[src/rtl/uart_tx_switch_if.sv]
// Serial-line bundle between the two UART transmitters, the TXD selector and the pad.
// The slave side is the selector; the master side drives the requests and the serial inputs.
interface uart_tx_switch_if;
  logic sel_ocd1_cpu0;
  logic tx_cpu;
  logic tx_ocd;
  logic TXD;
  logic active_ocd1_cpu0;
  logic switch_pending;
  logic forced_switch;

  modport slave (
    input  sel_ocd1_cpu0,
    input  tx_cpu,
    input  tx_ocd,
    output TXD,
    output active_ocd1_cpu0,
    output switch_pending,
    output forced_switch
  );

  modport master (
    output sel_ocd1_cpu0,
    output tx_cpu,
    output tx_ocd,
    input  TXD,
    input  active_ocd1_cpu0,
    input  switch_pending,
    input  forced_switch
  );
endinterface

[src/rtl/uart_tx_switch.sv]
// Frame-safe 2:1 TXD selector (CPU vs OCD UART). It switches only after both lines
// have been idle for a full frame, or it forces the switch once a drain timeout expires.
module uart_tx_switch #(
  parameter int BAUD_PERIOD    = 104,
  parameter int IDLE_BITS      = 10,
  parameter int TIMEOUT_FRAMES = 16
) (
  input  logic              clk,
  input  logic              reset,
  uart_tx_switch_if.slave   bus
);

  localparam int N       = IDLE_BITS * BAUD_PERIOD;
  localparam int IDLE_W  = $clog2(N + 1);
  localparam int FRAME_W = $clog2(TIMEOUT_FRAMES + 1);
  localparam int PRE_W   = $clog2(N);

  localparam logic [IDLE_W-1:0]  IDLE_LAST   = IDLE_W'(N - 1);
  localparam logic [PRE_W-1:0]   PRE_LAST    = PRE_W'(N - 1);
  localparam logic [FRAME_W-1:0] FRAME_LIMIT = FRAME_W'(TIMEOUT_FRAMES);

  typedef enum logic {
    S_RUN   = 1'b0,
    S_DRAIN = 1'b1
  } state_t;

  state_t              r_state;
  state_t              w_state_next;
  logic [IDLE_W-1:0]   r_idle_cnt;
  logic [IDLE_W-1:0]   w_idle_next;
  logic [FRAME_W-1:0]  r_frame_cnt;
  logic [FRAME_W-1:0]  w_frame_next;
  logic [PRE_W-1:0]    r_prescaler;
  logic [PRE_W-1:0]    w_pre_next;
  logic                r_active;
  logic                w_active_next;
  logic                r_forced;
  logic                w_forced_next;
  logic                r_pending;
  logic                r_txd;
  logic                w_both_idle;
  logic                w_sel_differs;

  assign w_both_idle   = bus.tx_cpu & bus.tx_ocd;
  assign w_sel_differs = bus.sel_ocd1_cpu0 ^ r_active;

  // Next-state logic: the abort path wins over the normal switch, and the normal switch wins over the timeout.
  always_comb begin
    w_state_next  = r_state;
    w_idle_next   = {IDLE_W{1'b0}};
    w_frame_next  = {FRAME_W{1'b0}};
    w_pre_next    = {PRE_W{1'b0}};
    w_active_next = r_active;
    w_forced_next = 1'b0;
    case (r_state)
      S_RUN: begin
        if (w_sel_differs) begin
          w_state_next = S_DRAIN;
        end else begin
          w_state_next = S_RUN;
        end
      end
      S_DRAIN: begin
        if (!w_sel_differs) begin
          w_state_next = S_RUN;
        end else if (w_both_idle && (r_idle_cnt == IDLE_LAST)) begin
          w_state_next  = S_RUN;
          w_active_next = ~r_active;
        end else if (r_frame_cnt == FRAME_LIMIT) begin
          w_state_next  = S_RUN;
          w_active_next = ~r_active;
          w_forced_next = 1'b1;
        end else begin
          w_state_next = S_DRAIN;
          w_idle_next  = w_both_idle ? (r_idle_cnt + IDLE_W'(1)) : {IDLE_W{1'b0}};
          if (r_prescaler == PRE_LAST) begin
            w_pre_next   = {PRE_W{1'b0}};
            w_frame_next = r_frame_cnt + FRAME_W'(1);
          end else begin
            w_pre_next   = r_prescaler + PRE_W'(1);
            w_frame_next = r_frame_cnt;
          end
        end
      end
      default: begin
        w_state_next = S_RUN;
      end
    endcase
  end

  // State, counters and registered outputs; TXD always samples the source that is active this cycle.
  always_ff @(posedge clk or posedge reset) begin
    if (reset) begin
      r_state     <= S_RUN;
      r_idle_cnt  <= {IDLE_W{1'b0}};
      r_frame_cnt <= {FRAME_W{1'b0}};
      r_prescaler <= {PRE_W{1'b0}};
      r_active    <= 1'b0;
      r_forced    <= 1'b0;
      r_pending   <= 1'b0;
      r_txd       <= 1'b1;
    end else begin
      r_state     <= w_state_next;
      r_idle_cnt  <= w_idle_next;
      r_frame_cnt <= w_frame_next;
      r_prescaler <= w_pre_next;
      r_active    <= w_active_next;
      r_forced    <= w_forced_next;
      r_pending   <= (w_state_next == S_DRAIN);
      r_txd       <= r_active ? bus.tx_ocd : bus.tx_cpu;
    end
  end

  assign bus.TXD              = r_txd;
  assign bus.active_ocd1_cpu0 = r_active;
  assign bus.switch_pending   = r_pending;
  assign bus.forced_switch    = r_forced;

endmodule
[src/flat_wrapper.sv]
// flat-port wrapper written by rule: the top's interface ports become plain ports
module uart_tx_switch_flat 
#(
  parameter int BAUD_PERIOD    = 104,
  parameter int IDLE_BITS      = 10,
  parameter int TIMEOUT_FRAMES = 16
)
  (clk, reset, bus_sel_ocd1_cpu0, bus_tx_cpu, bus_tx_ocd, bus_TXD, bus_active_ocd1_cpu0, bus_switch_pending, bus_forced_switch);
  uart_tx_switch_if bus_i ();
  input  logic clk;
  input  logic reset;
  input wire logic [$bits(bus_i.sel_ocd1_cpu0)-1:0] bus_sel_ocd1_cpu0;
  input wire logic [$bits(bus_i.tx_cpu)-1:0] bus_tx_cpu;
  input wire logic [$bits(bus_i.tx_ocd)-1:0] bus_tx_ocd;
  output wire logic [$bits(bus_i.TXD)-1:0] bus_TXD;
  output wire logic [$bits(bus_i.active_ocd1_cpu0)-1:0] bus_active_ocd1_cpu0;
  output wire logic [$bits(bus_i.switch_pending)-1:0] bus_switch_pending;
  output wire logic [$bits(bus_i.forced_switch)-1:0] bus_forced_switch;
  assign bus_i.sel_ocd1_cpu0 = bus_sel_ocd1_cpu0;
  assign bus_i.tx_cpu = bus_tx_cpu;
  assign bus_i.tx_ocd = bus_tx_ocd;
  assign bus_TXD = bus_i.TXD;
  assign bus_active_ocd1_cpu0 = bus_i.active_ocd1_cpu0;
  assign bus_switch_pending = bus_i.switch_pending;
  assign bus_forced_switch = bus_i.forced_switch;
  uart_tx_switch #(.BAUD_PERIOD(BAUD_PERIOD), .IDLE_BITS(IDLE_BITS), .TIMEOUT_FRAMES(TIMEOUT_FRAMES)) u_core (.clk(clk), .reset(reset), .bus(bus_i));
endmodule
[config.mk]
export PLATFORM = sky130hd
export DESIGN_NAME = uart_tx_switch_flat
export DESIGN_NICKNAME = d
export VERILOG_FILES = /design/src/rtl/uart_tx_switch_if.sv /design/src/rtl/uart_tx_switch.sv /design/src/flat_wrapper.sv
export SDC_FILE = /design/constraint.sdc
export NUM_CORES = 1
export LEC_CHECK = 0
export ABC_CLOCK_PERIOD_IN_PS = 3100
export CAP_MARGIN = 20
export CELL_PAD_IN_SITES_DETAIL_PLACEMENT = 0
export CELL_PAD_IN_SITES_GLOBAL_PLACEMENT = 1
export CORE_ASPECT_RATIO = 0.8
export CORE_MARGIN = 2
export CORE_UTILIZATION = 30
export CTS_CLUSTER_DIAMETER = 120
export DETAILED_ROUTE_END_ITERATION = 7
export PLACE_DENSITY = 0.65
export REMOVE_ABC_BUFFERS = 1
export SYNTH_ARGS = -nofsm -noshare
export SYNTH_HDL_FRONTEND = slang
export SYNTH_SLANG_ARGS = --single-unit
[constraint.sdc]
create_clock -name clk -period 3.1 [get_ports clk]
set_input_delay 0.62 -clock clk [delete_from_list [all_inputs] [get_ports clk]]
set_output_delay 0.62 -clock clk [all_outputs]
set_load 0.01 [all_outputs]
**After elaboration in Yosys (flattened, before gate mapping)**

Cells that the tools add are included.
W data, S select, Z words.

- Equality and inequality tests: 4
- Muxes and demuxes: 27
- Reductions and logical operators: 3
- Bitwise gates (word level): 4
- Add/sub/neg operators: 3

Operators by type and width:

| operator | count |
|---|---|
| $mux W11 | 10 |
| $mux W5 | 5 |
| $add A11 B1 Y11 const B | 2 |
| $eq A11 B11 Y1 const B | 2 |
| $mux W1 | 11 |
| $add A5 B1 Y5 const B | 1 |
| $eq A5 B5 Y1 const B | 1 |
| $ne A5 B5 Y1 const B | 1 |
| $reduce_and A3 Y1 | 1 |
| $not A1 Y1 | 2 |
| $pmux W1 S2 | 1 |
| $reduce_bool A2 Y1 | 1 |
| $and A1 B1 Y1 | 1 |
| $logic_and A1 B1 Y1 | 1 |
| $xor A1 B1 Y1 | 1 |

- Bits of input ports: 5
- Word-level logic and storage cells: 48
- Output and inout port bits: 4
- Register bits: 31

**Longest topological paths before layout**

- Word-level depth: 6
- Mapped depth: 7
- Gate-level depth less buffers: 6

**Worst setup path after synthesis**

No wires, ideal clock.

- Path type: input port to flip-flop
- Start: input port bus_tx_ocd
- End: register u_core.r_active, in the netlist u_core.bus.active_ocd1_cpu0
- Setup time: 0.125 ns
- Arrival time: 1.619 ns
- Stages: 4
- Slack: 1.356 ns
- Path through: nor4bb_1 > nand4_1 > a21boi_0 > mux2_2

- Word-level cells in the longest chain between the ends: 4
- Elaborated cells between the ends (all ways): 5
- Those cells by class: mux: 1; bitwise: 1; reduce/logical: 3

Ends and longest elaborated chain:

| what | RTL line | source |
|---|---|---|
| start, declared | flat_wrapper.sv:14 | `input wire logic [$bits(bus_i.tx_ocd)-1:0] bus_tx_ocd;` |
| $and A1 B1 Y1 * | uart_tx_switch.sv:44 | `assign w_both_idle = bus.tx_cpu & bus.tx_ocd;` |
| $logic_and A1 B1 Y1 * | uart_tx_switch.sv:66 | `end else if (w_both_idle && (r_idle_cnt == IDLE_LAST)) begin` |
| $reduce_bool A2 Y1 (no line) | - |  |
| $reduce_and A3 Y1 (no line) | - |  |
| end signal, assigned | uart_tx_switch.sv:107 | `r_active <= w_active_next;` |
| end, declared | uart_tx_switch.sv:35 | `logic r_active;` |

Every way passes the cells marked *; elsewhere a longest branch is shown, timed or not.
A chain may end at the register's enable or synchronous reset.

**Worst setup path after layout**

Ends and elaborated chain as after synthesis.

==> flow_summary.toml <==
[pwr]
p_sw_mw = 0.169
p_per_area_nw_per_um2 = 444
power_frac_comb_pct = 3.7
p_leak_nw = 0.730
vdd_ir_drop_max_v = 0.000167
power.share.sequential_pct = 51.9
clkPwrFrac_pct = 44.4
switching_share_pct = 21.4
p_int_mw = 0.621

[timing]
setup_viol = 0
slew_violations = 0
rsz0062_at_grt = "false"
finalClockSkew_ps = 13.2
max_freq_mhz = 474
hold_viol_final = 0
finalCriticalPeriod_ps = 2110
fin_crit_sh_pct = 68.1
relSlewSlack_pct = 68.0
tns_ps = 0
tightest_slew_ps = 478

[critical_path]
path_class = "in -> reg"
cp_top_family = "simple AND/OR/NAND/NOR gates"
crit_cells = 5
path_cells = "clkdlybuf4s50_1 -> nor4bb_1 -> nand4_1 -> a21boi_0 -> mux2_2"
reg2reg_to = "u_core.r_idle_cnt[3]$_DFF_PP0_"
startpoint = "bus_tx_ocd"
ff2ff_path_depth = 5
critical_path.max_stage_delay_ps = 500
cp-start-kind = "primary input"
path_buf_inv = 1
cp.required_ps = 3280
crit_path_end = "u_core.bus.active_ocd1_cpu0$_DFFE_PP0P_"
crit_path_end_kind = "register"
rrSetupSlack_ps = 1230
slowest_stage = "clkdlybuf4s50_1"
cp_max_fo = 6
rr_startpoint = "u_core.r_idle_cnt[0]$_DFF_PP0_"
arrival_ps = 2290

[logic_synthesis]
synth_ff_type = "dfrtp_1"
postSynthAreaPerCell_um2 = 10.4
synth_top_cell_by_area = "dfrtp_1"
synthTopCellsByCount = "dfrtp_1, nor2_1, xnor2_1"
synth_most_common_cell = "dfrtp_1"
synth_cell_types = 27
synth_seq_cells = 31
synth_top_area_share_pct = 49.5
yosysWarnings = 0
ys_seq_area_share_pct = 51.2
synth_area_leaders = "dfrtp_1, xnor2_1, nor2_1"
synthArstFlopShare_pct = 100
synth_edf_count = 0
netlist_instances = 146
syn_area_um2 = 1520

[global_routing]
grt_max_degree = 32
antenna_found_initial = 0
grt_pass1_wl_mm = 4.86
grt.overflow.total = 0
grt_usage_pct = 11.2
grt_pass1_vias = 1023

[clock_network]
clock_sinks = 31
cts_resized = 0
htreeDepth = 2
post-cts-setup-buffer-count = 0
cts_buffers = 5
cts_tree = "done"
cts.path.max_buffers = 2
clk_pin_slew_worst_paths_ps = 70
clock_latency_ps = 290
holdBufCountCts = 0
root_buffer = "clkbuf_8"

[floorplan]
ioPinCount = 9
rows = 23
dieArea_um2 = 5650
core_um2 = 4950
die_h_um = 67.6
start_util_pct = 30.7
die_w_um = 83.5

[hold_path]
min_path_type = "reg -> reg"

[detailed_routing]
drt-total-wl_mm = 2.78
drt_iter0_drc = 55
ant_nets = 0
vias = 1065
avgRoutedWirePerCell_um = 12.4
via_per_inst = 4.75
drt-pass1-iter-count = 4
drc = 0

[cells_and_area]
n_fill_cell = 509
layout-drive-gt1-share_pct = 9.26
fin_nets = 170
final_cell_area_um2 = 1780
num_antenna_cells = 0
area_growth_syn_to_layout_pct = 17.4

[placed_design]
dpl_cell_area_um2 = 1680
hpwlAfterDp_mm = 1.95
io_buffer_count = 8
place_congestion = 0.742

[run]
drv_cap = 0

[outcome]
status = "finished clean"
-- layout by cell type (no fill, tap or decap) --
master | synthesis | final
nor4bb_1 | 1 | 1
nor4b_4 | 1 | 1
inv_1 | 9 | 9
nor2b_1 | 1 | 1
a21oi_1 | 2 | 2
o31ai_1 | 2 | 2
mux2i_1 | 1 | 1
nand3_1 | 8 | 8
clkdlybuf4s50_1 | 0 | 8
nor2_1 | 26 | 26
a21boi_0 | 2 | 2
buf_4 | 0 | 1
nand3_4 | 1 | 1
clkinvlp_4 | 0 | 1
or4_1 | 2 | 2
nor3_1 | 5 | 5
and4_1 | 2 | 2
nor4_1 | 2 | 2
dfstp_2 | 1 | 1
nand2_1 | 9 | 9
and3_1 | 5 | 5
ha_1 | 4 | 4
clkbuf_8 | 0 | 7
nand4bb_1 | 1 | 1
xnor2_1 | 16 | 16
mux2_2 | 2 | 2
nand4_1 | 6 | 6
dfrtp_1 | 30 | 30
xor2_1 | 5 | 5
nor3_4 | 1 | 1
-- metal layers --
layer  up-vias  share of wire [%]  wire (um)  global-route usage, %
met1       513                 48       1320                   14.4
met4         0                1.6         44                   4.84
met3         6                4.7        130                   4.40
met5         -                  0          0                      0
met2        19                 46       1280                   17.0
li1        527                  -          -                      -
-- worst min-delay path by stage --
stage / end / from / slack [ps] / cells past startpoint
floorplan: u_core.r_prescaler[0]$_DFF_PP0_ / u_core.r_prescaler[0]$_DFF_PP0_ / 450 / 1
global placement: u_core.r_idle_cnt[0]$_DFF_PP0_ / u_core.r_idle_cnt[0]$_DFF_PP0_ / 460 / 1
detailed placement: u_core.r_prescaler[0]$_DFF_PP0_ / u_core.r_prescaler[0]$_DFF_PP0_ / 480 / 1
CTS: u_core.r_prescaler[0]$_DFF_PP0_ / u_core.r_prescaler[0]$_DFF_PP0_ / 490 / 1
global route: u_core.r_prescaler[0]$_DFF_PP0_ / u_core.r_prescaler[0]$_DFF_PP0_ / 510 / 1
finish: u_core.r_prescaler[0]$_DFF_PP0_ / u_core.r_prescaler[0]$_DFF_PP0_ / 480 / 1
-- sequential cells by signal, summed over array words and instances (netlist names) --
register	count
u_core.bus.active_ocd1_cpu0	1
u_core.r_prescaler	11
u_core.r_state	1
u_core.bus.TXD	1
u_core.r_frame_cnt	5
u_core.bus.forced_switch	1
u_core.r_idle_cnt	11
-- final cells by class --
| class | count | area, um2 | area share, % |
|---|---|---|---|
| repair buffers | 9 | 87.6 | 4.92 |
| well taps | 62 | 77.6 | 4.35 |
| clock inverters | 1 | 7.51 | 0.421 |
| clock buffers | 7 | 96.3 | 5.41 |
| flip-flops and latches | 31 | 777 | 43.6 |
| inverters | 9 | 33.8 | 1.90 |
| multi-input cells | 105 | 702 | 39.4 |
-- per-stage QoR --
step                power (mW)  instances  util (%)  hold WS (ps)  worst slack [ps]
floorplan                0.432        145         -           446              1360
global placement         0.447        216      33.9           462               762
detailed placement       0.448        216      33.9           476               692
CTS                      0.808        224      36.0           487               981
global route             0.830        224      36.0           514               784
finish                   0.790        224      36.0           483               989
-- cells by family after synthesis --
group / after synthesis / synth area share, %
multiplexers: 3 / 2.14
flip-flops: 31 / 51.2
buffers and inverters: 10 / 2.56
AO/OA/AOI/OAI: 6 / 2.64
AND/OR/NAND/NOR: 71 / 26.1
adder cells (fa/ha/maj): 4 / 3.30
XOR/XNOR: 21 / 12.1
-- power by group through the flow --
stage | registers [mW] | clock network, mW | logic [mW]
floorplan | 0.418 | 0 | 0.0144
global placement | 0.418 | 0 | 0.0292
detailed placement | 0.418 | 0 | 0.0299
CTS | 0.410 | 0.368 | 0.0299
global route | 0.410 | 0.387 | 0.0326
finish | 0.410 | 0.351 | 0.0289
No activity file was read; power rests on OpenSTA's default activity.
